File: config.mk
export PLATFORM = sky130hd
export DESIGN_NAME = obi_xbar_varlat_one_to_n
export DESIGN_NICKNAME = d
export VERILOG_FILES = /design/src/rtl/obi_xbar_varlat_one_to_n_pkg.sv /design/src/rtl/obi_xbar_varlat_one_to_n_idx_fifo.sv /design/src/rtl/obi_xbar_varlat_one_to_n.sv
export SDC_FILE = /design/constraint.sdc
export NUM_CORES = 1
export LEC_CHECK = 0
export BUFFER_PORTS_ARGS = -buffer_cell sky130_fd_sc_hd__buf_4
export CAP_MARGIN = 30
export CORE_AREA = 2 2 158 160
export DETAILED_ROUTE_END_ITERATION = 10
export DIE_AREA = 0 0 160 162
export SLEW_MARGIN = 40
export SYNTH_ARGS = -nofsm -noshare
export SYNTH_HDL_FRONTEND = slang
export SYNTH_HIERARCHICAL = 1
export SYNTH_SLANG_ARGS = --single-unit
File: constraint.sdc
create_clock -name clk_i -period 3.5 [get_ports clk_i]
set_clock_uncertainty 0.2 [all_clocks]
set_input_delay 0.175 -clock clk_i [delete_from_list [all_inputs] [get_ports clk_i]]
set_output_delay 0.175 -clock clk_i [all_outputs]
set_load 0.02 [all_outputs]
File: src/rtl/obi_xbar_varlat_one_to_n_pkg.sv
// Shared bus payload types and helpers for the one-to-N OBI demultiplexer.
package obi_xbar_varlat_one_to_n_pkg;

  localparam int unsigned AddrWidth = 32;
  localparam int unsigned DataWidth = 32;
  localparam int unsigned BeWidth   = 4;
  localparam int unsigned RuleIdxWidth = 32;

  // Address-map rule: the half-open window [start_addr, end_addr) selects slave idx.
  typedef struct packed {
    logic [RuleIdxWidth-1:0] idx;
    logic [AddrWidth-1:0]    start_addr;
    logic [AddrWidth-1:0]    end_addr;
  } addr_map_rule_t;

  // OBI request channel.
  typedef struct packed {
    logic                 req;
    logic                 we;
    logic [BeWidth-1:0]   be;
    logic [AddrWidth-1:0] addr;
    logic [DataWidth-1:0] wdata;
  } obi_req_t;

  // OBI response channel.
  typedef struct packed {
    logic                 gnt;
    logic                 rvalid;
    logic [DataWidth-1:0] rdata;
  } obi_resp_t;

  // Width of a slave index; never below one bit.
  function automatic int unsigned idx_width(input int unsigned n);
    return (n > 1) ? $clog2(n) : 1;
  endfunction

endpackage

File: src/rtl/obi_xbar_varlat_one_to_n_idx_fifo.sv
// xbar_idx_fifo: small FIFO of slave indices for outstanding OBI transactions.
// Push is ignored when full and pop is ignored when empty; rdata shows the head.
module xbar_idx_fifo #(
  parameter int unsigned WIDTH = 1,
  parameter int unsigned DEPTH = 4
) (
  input  logic             clk_i,
  input  logic             rst_ni,
  input  logic             push,
  input  logic [WIDTH-1:0] wdata,
  input  logic             pop,
  output logic [WIDTH-1:0] rdata,
  output logic             full,
  output logic             empty
);

  localparam int unsigned PtrWidth = (DEPTH > 1) ? $clog2(DEPTH) : 1;
  localparam int unsigned CntWidth = $clog2(DEPTH + 1);

  logic [WIDTH-1:0]    mem_q [DEPTH];
  logic [PtrWidth-1:0] wr_ptr_q;
  logic [PtrWidth-1:0] rd_ptr_q;
  logic [CntWidth-1:0] cnt_q;
  logic                do_push;
  logic                do_pop;

  // Pointer increment with wrap for non-power-of-two depths.
  function automatic logic [PtrWidth-1:0] ptr_inc(input logic [PtrWidth-1:0] p);
    return (p == PtrWidth'(DEPTH - 1)) ? '0 : p + PtrWidth'(1);
  endfunction

  assign full    = (cnt_q == CntWidth'(DEPTH));
  assign empty   = (cnt_q == '0);
  assign do_push = push && !full;
  assign do_pop  = pop && !empty;
  assign rdata   = mem_q[rd_ptr_q];

  // Pointers and occupancy; simultaneous push and pop leaves occupancy unchanged.
  always_ff @(posedge clk_i or negedge rst_ni) begin
    if (!rst_ni) begin
      wr_ptr_q <= '0;
      rd_ptr_q <= '0;
      cnt_q    <= '0;
    end else begin
      if (do_push) wr_ptr_q <= ptr_inc(wr_ptr_q);
      if (do_pop)  rd_ptr_q <= ptr_inc(rd_ptr_q);
      if (do_push && !do_pop) begin
        cnt_q <= cnt_q + CntWidth'(1);
      end else if (!do_push && do_pop) begin
        cnt_q <= cnt_q - CntWidth'(1);
      end
    end
  end

  // Index storage, cleared on reset so the head never reads as unknown.
  always_ff @(posedge clk_i or negedge rst_ni) begin
    if (!rst_ni) begin
      for (int unsigned i = 0; i < DEPTH; i++) mem_q[i] <= '0;
    end else if (do_push) begin
      mem_q[wr_ptr_q] <= wdata;
    end
  end

endmodule

File: src/rtl/obi_xbar_varlat_one_to_n.sv
// One-master-to-N-slave OBI demultiplexer with run-time address decoding and
// in-order, variable-latency response routing. Requests to a slave other than
// the one currently holding outstanding transactions stall until those drain.
// Optional simulation checks: define XBAR_VARLAT_ASSERT_EN.
module obi_xbar_varlat_one_to_n
  import obi_xbar_varlat_one_to_n_pkg::*;
#(
  parameter int unsigned XBAR_NSLAVE = 2,
  parameter int unsigned NUM_RULES   = 1,
  parameter int unsigned FIFO_DEPTH  = 4,
  localparam int unsigned IdxWidth   = idx_width(XBAR_NSLAVE)
) (
  input  logic                clk_i,
  input  logic                rst_ni,
  input  addr_map_rule_t      addr_map_i    [NUM_RULES],
  input  logic [IdxWidth-1:0] default_idx_i,
  input  obi_req_t            master_req_i,
  output obi_resp_t           master_resp_o,
  output obi_req_t            slave_req_o   [XBAR_NSLAVE],
  input  obi_resp_t           slave_resp_i  [XBAR_NSLAVE]
);

  logic                    rule_hit;
  logic [RuleIdxWidth-1:0] rule_idx;
  logic [IdxWidth-1:0]     target_idx;
  logic [IdxWidth-1:0]     head_idx;
  logic [IdxWidth-1:0]     last_idx_q;
  logic                    fifo_full;
  logic                    fifo_empty;
  logic                    allowed;
  logic                    fwd_gnt;
  logic                    rsp_valid;
  logic [DataWidth-1:0]    rsp_data;
  logic                    push;
  logic                    pop;

  // Address decode: last matching rule wins; no match or out-of-range index falls back to default.
  always_comb begin
    rule_hit = 1'b0;
    rule_idx = '0;
    for (int unsigned r = 0; r < NUM_RULES; r++) begin
      if ((master_req_i.addr >= addr_map_i[r].start_addr) &&
          (master_req_i.addr <  addr_map_i[r].end_addr)) begin
        rule_hit = 1'b1;
        rule_idx = addr_map_i[r].idx;
      end
    end
    if (rule_hit && (rule_idx < RuleIdxWidth'(XBAR_NSLAVE))) begin
      target_idx = IdxWidth'(rule_idx);
    end else begin
      target_idx = default_idx_i;
    end
  end

  // Only one slave may hold outstanding transactions, which keeps responses in order.
  assign allowed = !fifo_full && (fifo_empty || (target_idx == last_idx_q));

  // Request steering and grant return.
  always_comb begin
    fwd_gnt = 1'b0;
    for (int unsigned s = 0; s < XBAR_NSLAVE; s++) begin
      slave_req_o[s] = '0;
      if (allowed && (target_idx == IdxWidth'(s))) begin
        slave_req_o[s] = master_req_i;
        fwd_gnt        = slave_resp_i[s].gnt;
      end
    end
  end

  // Response selection from the slave owning the oldest outstanding transaction.
  always_comb begin
    rsp_valid = 1'b0;
    rsp_data  = '0;
    for (int unsigned s = 0; s < XBAR_NSLAVE; s++) begin
      if (!fifo_empty && (head_idx == IdxWidth'(s))) begin
        rsp_valid = slave_resp_i[s].rvalid;
        rsp_data  = slave_resp_i[s].rdata;
      end
    end
  end

  assign master_resp_o = '{gnt: fwd_gnt, rvalid: rsp_valid, rdata: rsp_data};

  assign push = master_req_i.req && fwd_gnt;
  assign pop  = rsp_valid;

  // Remember the slave of the most recent accepted request.
  always_ff @(posedge clk_i or negedge rst_ni) begin
    if (!rst_ni) begin
      last_idx_q <= '0;
    end else if (push) begin
      last_idx_q <= target_idx;
    end
  end

  xbar_idx_fifo #(
    .WIDTH (IdxWidth),
    .DEPTH (FIFO_DEPTH)
  ) u_idx_fifo (
    .clk_i  (clk_i),
    .rst_ni (rst_ni),
    .push   (push),
    .wdata  (target_idx),
    .pop    (pop),
    .rdata  (head_idx),
    .full   (fifo_full),
    .empty  (fifo_empty)
  );

`ifdef XBAR_VARLAT_ASSERT_EN
  // Protocol checks on slave responses and on the tracking FIFO.
  always_ff @(posedge clk_i) begin
    if (rst_ni) begin
      for (int unsigned s = 0; s < XBAR_NSLAVE; s++) begin
        if (slave_resp_i[s].rvalid) begin
          assert (!fifo_empty)
            else $error("slave %0d rvalid with no outstanding transaction", s);
          assert (fifo_empty || (head_idx == IdxWidth'(s)))
            else $error("slave %0d rvalid while head is slave %0d", s, head_idx);
        end
      end
      if (master_req_i.req) begin
        assert (!$isunknown(target_idx))
          else $error("unknown target index on request");
      end
      assert (!(push && fifo_full))
        else $error("push into full index FIFO");
    end
  end
`endif

endmodule

==> flow_metrics.tcl <==
set metrics [dict create \
    clockRootBuffer "clkbuf_16" \
    crit_path_frequent_cell "inv_2" \
    violations "negative setup slack" \
    timing.rr.end "u_idx_fifo/cnt_q[1]" \
    yosysTopAreaCell "ha_1" \
    place_hpwl_um 16130 \
    rsz0062_at_grt "yes" \
    grt_max_degree 72 \
    track_usage_pct 14.49 \
    ys_ff_latch 12 \
    clk_pin_slew_ns 0.04 \
    first_pass_iters 4 \
    gp_congestion 0.8227 \
    drv_cap 0 \
    clock_path_buffers 2 \
    fp.dieW_um 160 \
    synth_top_family_by_area "simple AND/OR/NAND/NOR gates" \
    cp_top_family "compound AO/OA/AOI/OAI gates" \
    seq_area_frac_synth_pct 7.715 \
    dp_cells 1279 \
    vias 5611 \
    multi_input_area_mm2 0.003700 \
    yosysTopAreaCellShare_pct 22.18 \
    finalCriticalPeriod_ns 3.679 \
    synth_adder_area_share_pct 22.69 \
    r2r-start "u_idx_fifo/rd_ptr_q[0]" \
    rows 57 \
    hold_ws_ns 0.1077 \
    worstHoldEndpoint "last_idx_q" \
    wl_um 22570 \
    final_common_cell "buf_4" \
    syn_avg_cell_area_um2 7.262 \
    ys_async_sr_fraction_pct 100.0 \
    cts_tree "done" \
    syn_inst 536 \
    crit_chain "buf_4 > inv_2 > ha_4 > a21oi_1 > o21ai_0 > a221o_1 > a311oi_2 > a221o_1 > mux2_4 > xor2_4 > a2111oi_4 > nand2b_4 > inv_2 > ha_4 > inv_2 > fa_2 > xor2_1 > nor2_1 > xor2_1" \
    fin_util_pct 37.40 \
    drt-initial-drc-count 184 \
    dieArea_mm2 0.02592 \
    drcViolationCount 0 \
    finalNonFillerCells 1312 \
    grt_pass1_vias 5655 \
    relSlewSlack_pct 57.69 \
    crit_required_ns 3.46 \
    reg2reg_depth 8 \
    synth-compound-area-share_pct 10.54 \
    wire_per_inst_um 17.20 \
    cts_sinks 12 \
    drive_above_1_share_pct 61.42 \
    p_leak_nw 4.916 \
    clk_latency_ns 0.24 \
    port_buffers 410 \
    synthFlopType "dfrtp_1" \
    crit_buf_inv 4 \
    status "finished with violations" \
    regToRegSetupSlack_ns 0.85 \
    yosys_warnings 6 \
    antenna_found_initial 0 \
    synth-edff-count 0 \
    setup-violations-final 70 \
    crit_type "in -> reg" \
    antenna_left 0 \
    numCtsBuffers 3 \
    fin_nets 1293 \
    overflow 0 \
    min-delay-start "master_req_i[69]" \
    tightest_slew_ns 0.6333 \
    crit_fanout 3 \
    mostFrequentLayoutCells "372 x buf_4, 79 x buf_6, 67 x and2_4" \
    p_per_area_mw_per_mm2 562.8 \
    dieHeight_um 162 \
    netlist_area_mm2 0.003892 \
    hold_depth 3 \
    ir_drop_v 0.0003017 \
    total_power_mw 5.074 \
    cp_slowest_cell "a221o_1" \
    min_path_type "in -> reg" \
    arrival_ns 3.64 \
    tns_ns -9.716 \
    critPathLaunchType "input pin" \
    start_util_pct 16.15 \
    seqCellArea_um2 300.3 \
    core_area_mm2 0.02411 \
    cpPeakStageDelay_ns 0.40 \
    area_delta_synth_final_pct 131.6 \
    fmax_mhz 271.8 \
    period_share_pct 105.1 \
    nFillCells 2459 \
    pin_count 411 \
    report.final.hold_viol_count 0 \
    cts_max_level 1 \
    synth.area.top_cells "ha_1 22%, and3_1 11%, and2_1 11%" \
    synthSimpleGateAreaFrac_pct 35.90 \
    end_kind "flip-flop" \
    muxShareOfSynthArea_pct 11.35 \
    finalWorstSetupSlack_ns -0.1793 \
    grt_pass1_wl_um 30170 \
    synth_xor_area_share_pct 0.9000 \
    syn_nets 843 \
    drv_slew 0 \
    viasPerCell 4.277 \
    synth.distinct_cells 48 \
]
-- logic make-up after synthesis --
logic type / Yosys count
simple gates: 242
buf+inv: 103
fa+ha+maj: 70
compound gates: 64
mux: 41
flops: 12
xor+xnor: 4
-- final cells by class --
class | count | area share (%)
clock buffer | 4 | 0.9853
sequential | 12 | 3.331
tap | 324 | 4.496
multi-input combinational | 421 | 41.04
inverter | 71 | 3.178
antenna | 3 | 0.08326
timing repair buffer | 477 | 46.89
-- cell usage after synthesis, types with 2 or more instances --
| cell type | n |
|---|---|
| a2111oi_0 | 2 |
| a211oi_1 | 2 |
| a21o_1 | 8 |
| a21oi_1 | 20 |
| a221o_1 | 4 |
| and2_1 | 68 |
| and3_1 | 70 |
| and4_1 | 2 |
| buf_2 | 2 |
| buf_4 | 2 |
| buf_6 | 3 |
| clkbuf_1 | 21 |
| clkbuf_2 | 4 |
| dfrtp_1 | 12 |
| ha_1 | 69 |
| inv_1 | 71 |
| mux2_1 | 2 |
| mux2_4 | 3 |
| mux2i_1 | 34 |
| nand2_1 | 17 |
| nand2b_4 | 2 |
| nand3_1 | 4 |
| nand4_1 | 12 |
| nor2_1 | 47 |
| nor2b_1 | 4 |
| nor4_1 | 10 |
| o211ai_1 | 2 |
| o21ai_0 | 17 |
| xor2_1 | 3 |
-- tightest hold or removal path, stage by stage --
cell,delay (ns)
buf_4,0.09
a41oi_1,0.10
a21oi_1,0.13
-- worst max path at each step --
stage,from,end,slack [ns],cells after the start
after global routing,addr_map_i[59],u_idx_fifo/cnt_q[2],-0.41,19
final,addr_map_i[57],u_idx_fifo/cnt_q[2],-0.18,19
after global placement,master_req_i[63],u_idx_fifo/cnt_q[2],-0.57,19
after detailed placement,master_req_i[61],u_idx_fifo/cnt_q[2],-0.62,19
after CTS,master_req_i[37],u_idx_fifo/cnt_q[2],-0.17,18
after floorplan,master_req_i[37],u_idx_fifo/cnt_q[2],-0.29,17
-- state kept, by name (all words and copies together) (netlist names) --
| register | flops |
|---|---|
| u_idx_fifo/mem_q | 4 |
| u_idx_fifo/rd_ptr_q | 2 |
| u_idx_fifo/cnt_q | 3 |
| last_idx_q | 1 |
| u_idx_fifo/wr_ptr_q | 2 |
-- power by group --
part           switching [mW]  total, mW  internal, mW  leakage (nW)
sequential             0.0859      0.296         0.210         0.146
clock                  0.0597      0.232         0.172        0.0442
combinational            2.29       4.55          2.26          4.73
total                    2.44       5.07          2.64          4.92
-- per-stage QoR --
stage	cell area, µm²	worst slack [ns]
detailed placement	7731	-0.6187
global placement	7731	-0.5703
floorplan	4048	-0.2924
finish	9016	-0.1793
global route	9009	-0.4134
CTS	8469	-0.1716
-- per-layer routing --
metal | GRT usage, % | part of all wire [%] | wire (µm) | vias to the layer above
li1 | - | - | - | 2751
met4 | 3.112 | 2.7 | 617 | 0
met3 | 2.043 | 6.3 | 1424 | 30
met1 | 16.99 | 40 | 9036 | 2543
met5 | 0 | 0 | 0 | -
met2 | 27.88 | 51 | 11490 | 287
-- repair_timing --
item                       in CTS  in global routing
setup endpoints to repair      52                 81
gates resized for setup        97                101
pin swaps                      25                 11
hold endpoints to repair       13                  0
cloned                          4                  8
hold buffers                    2                  0
setup buffers                   7                  8
Note: power is estimated with default switching activity, not from simulation.
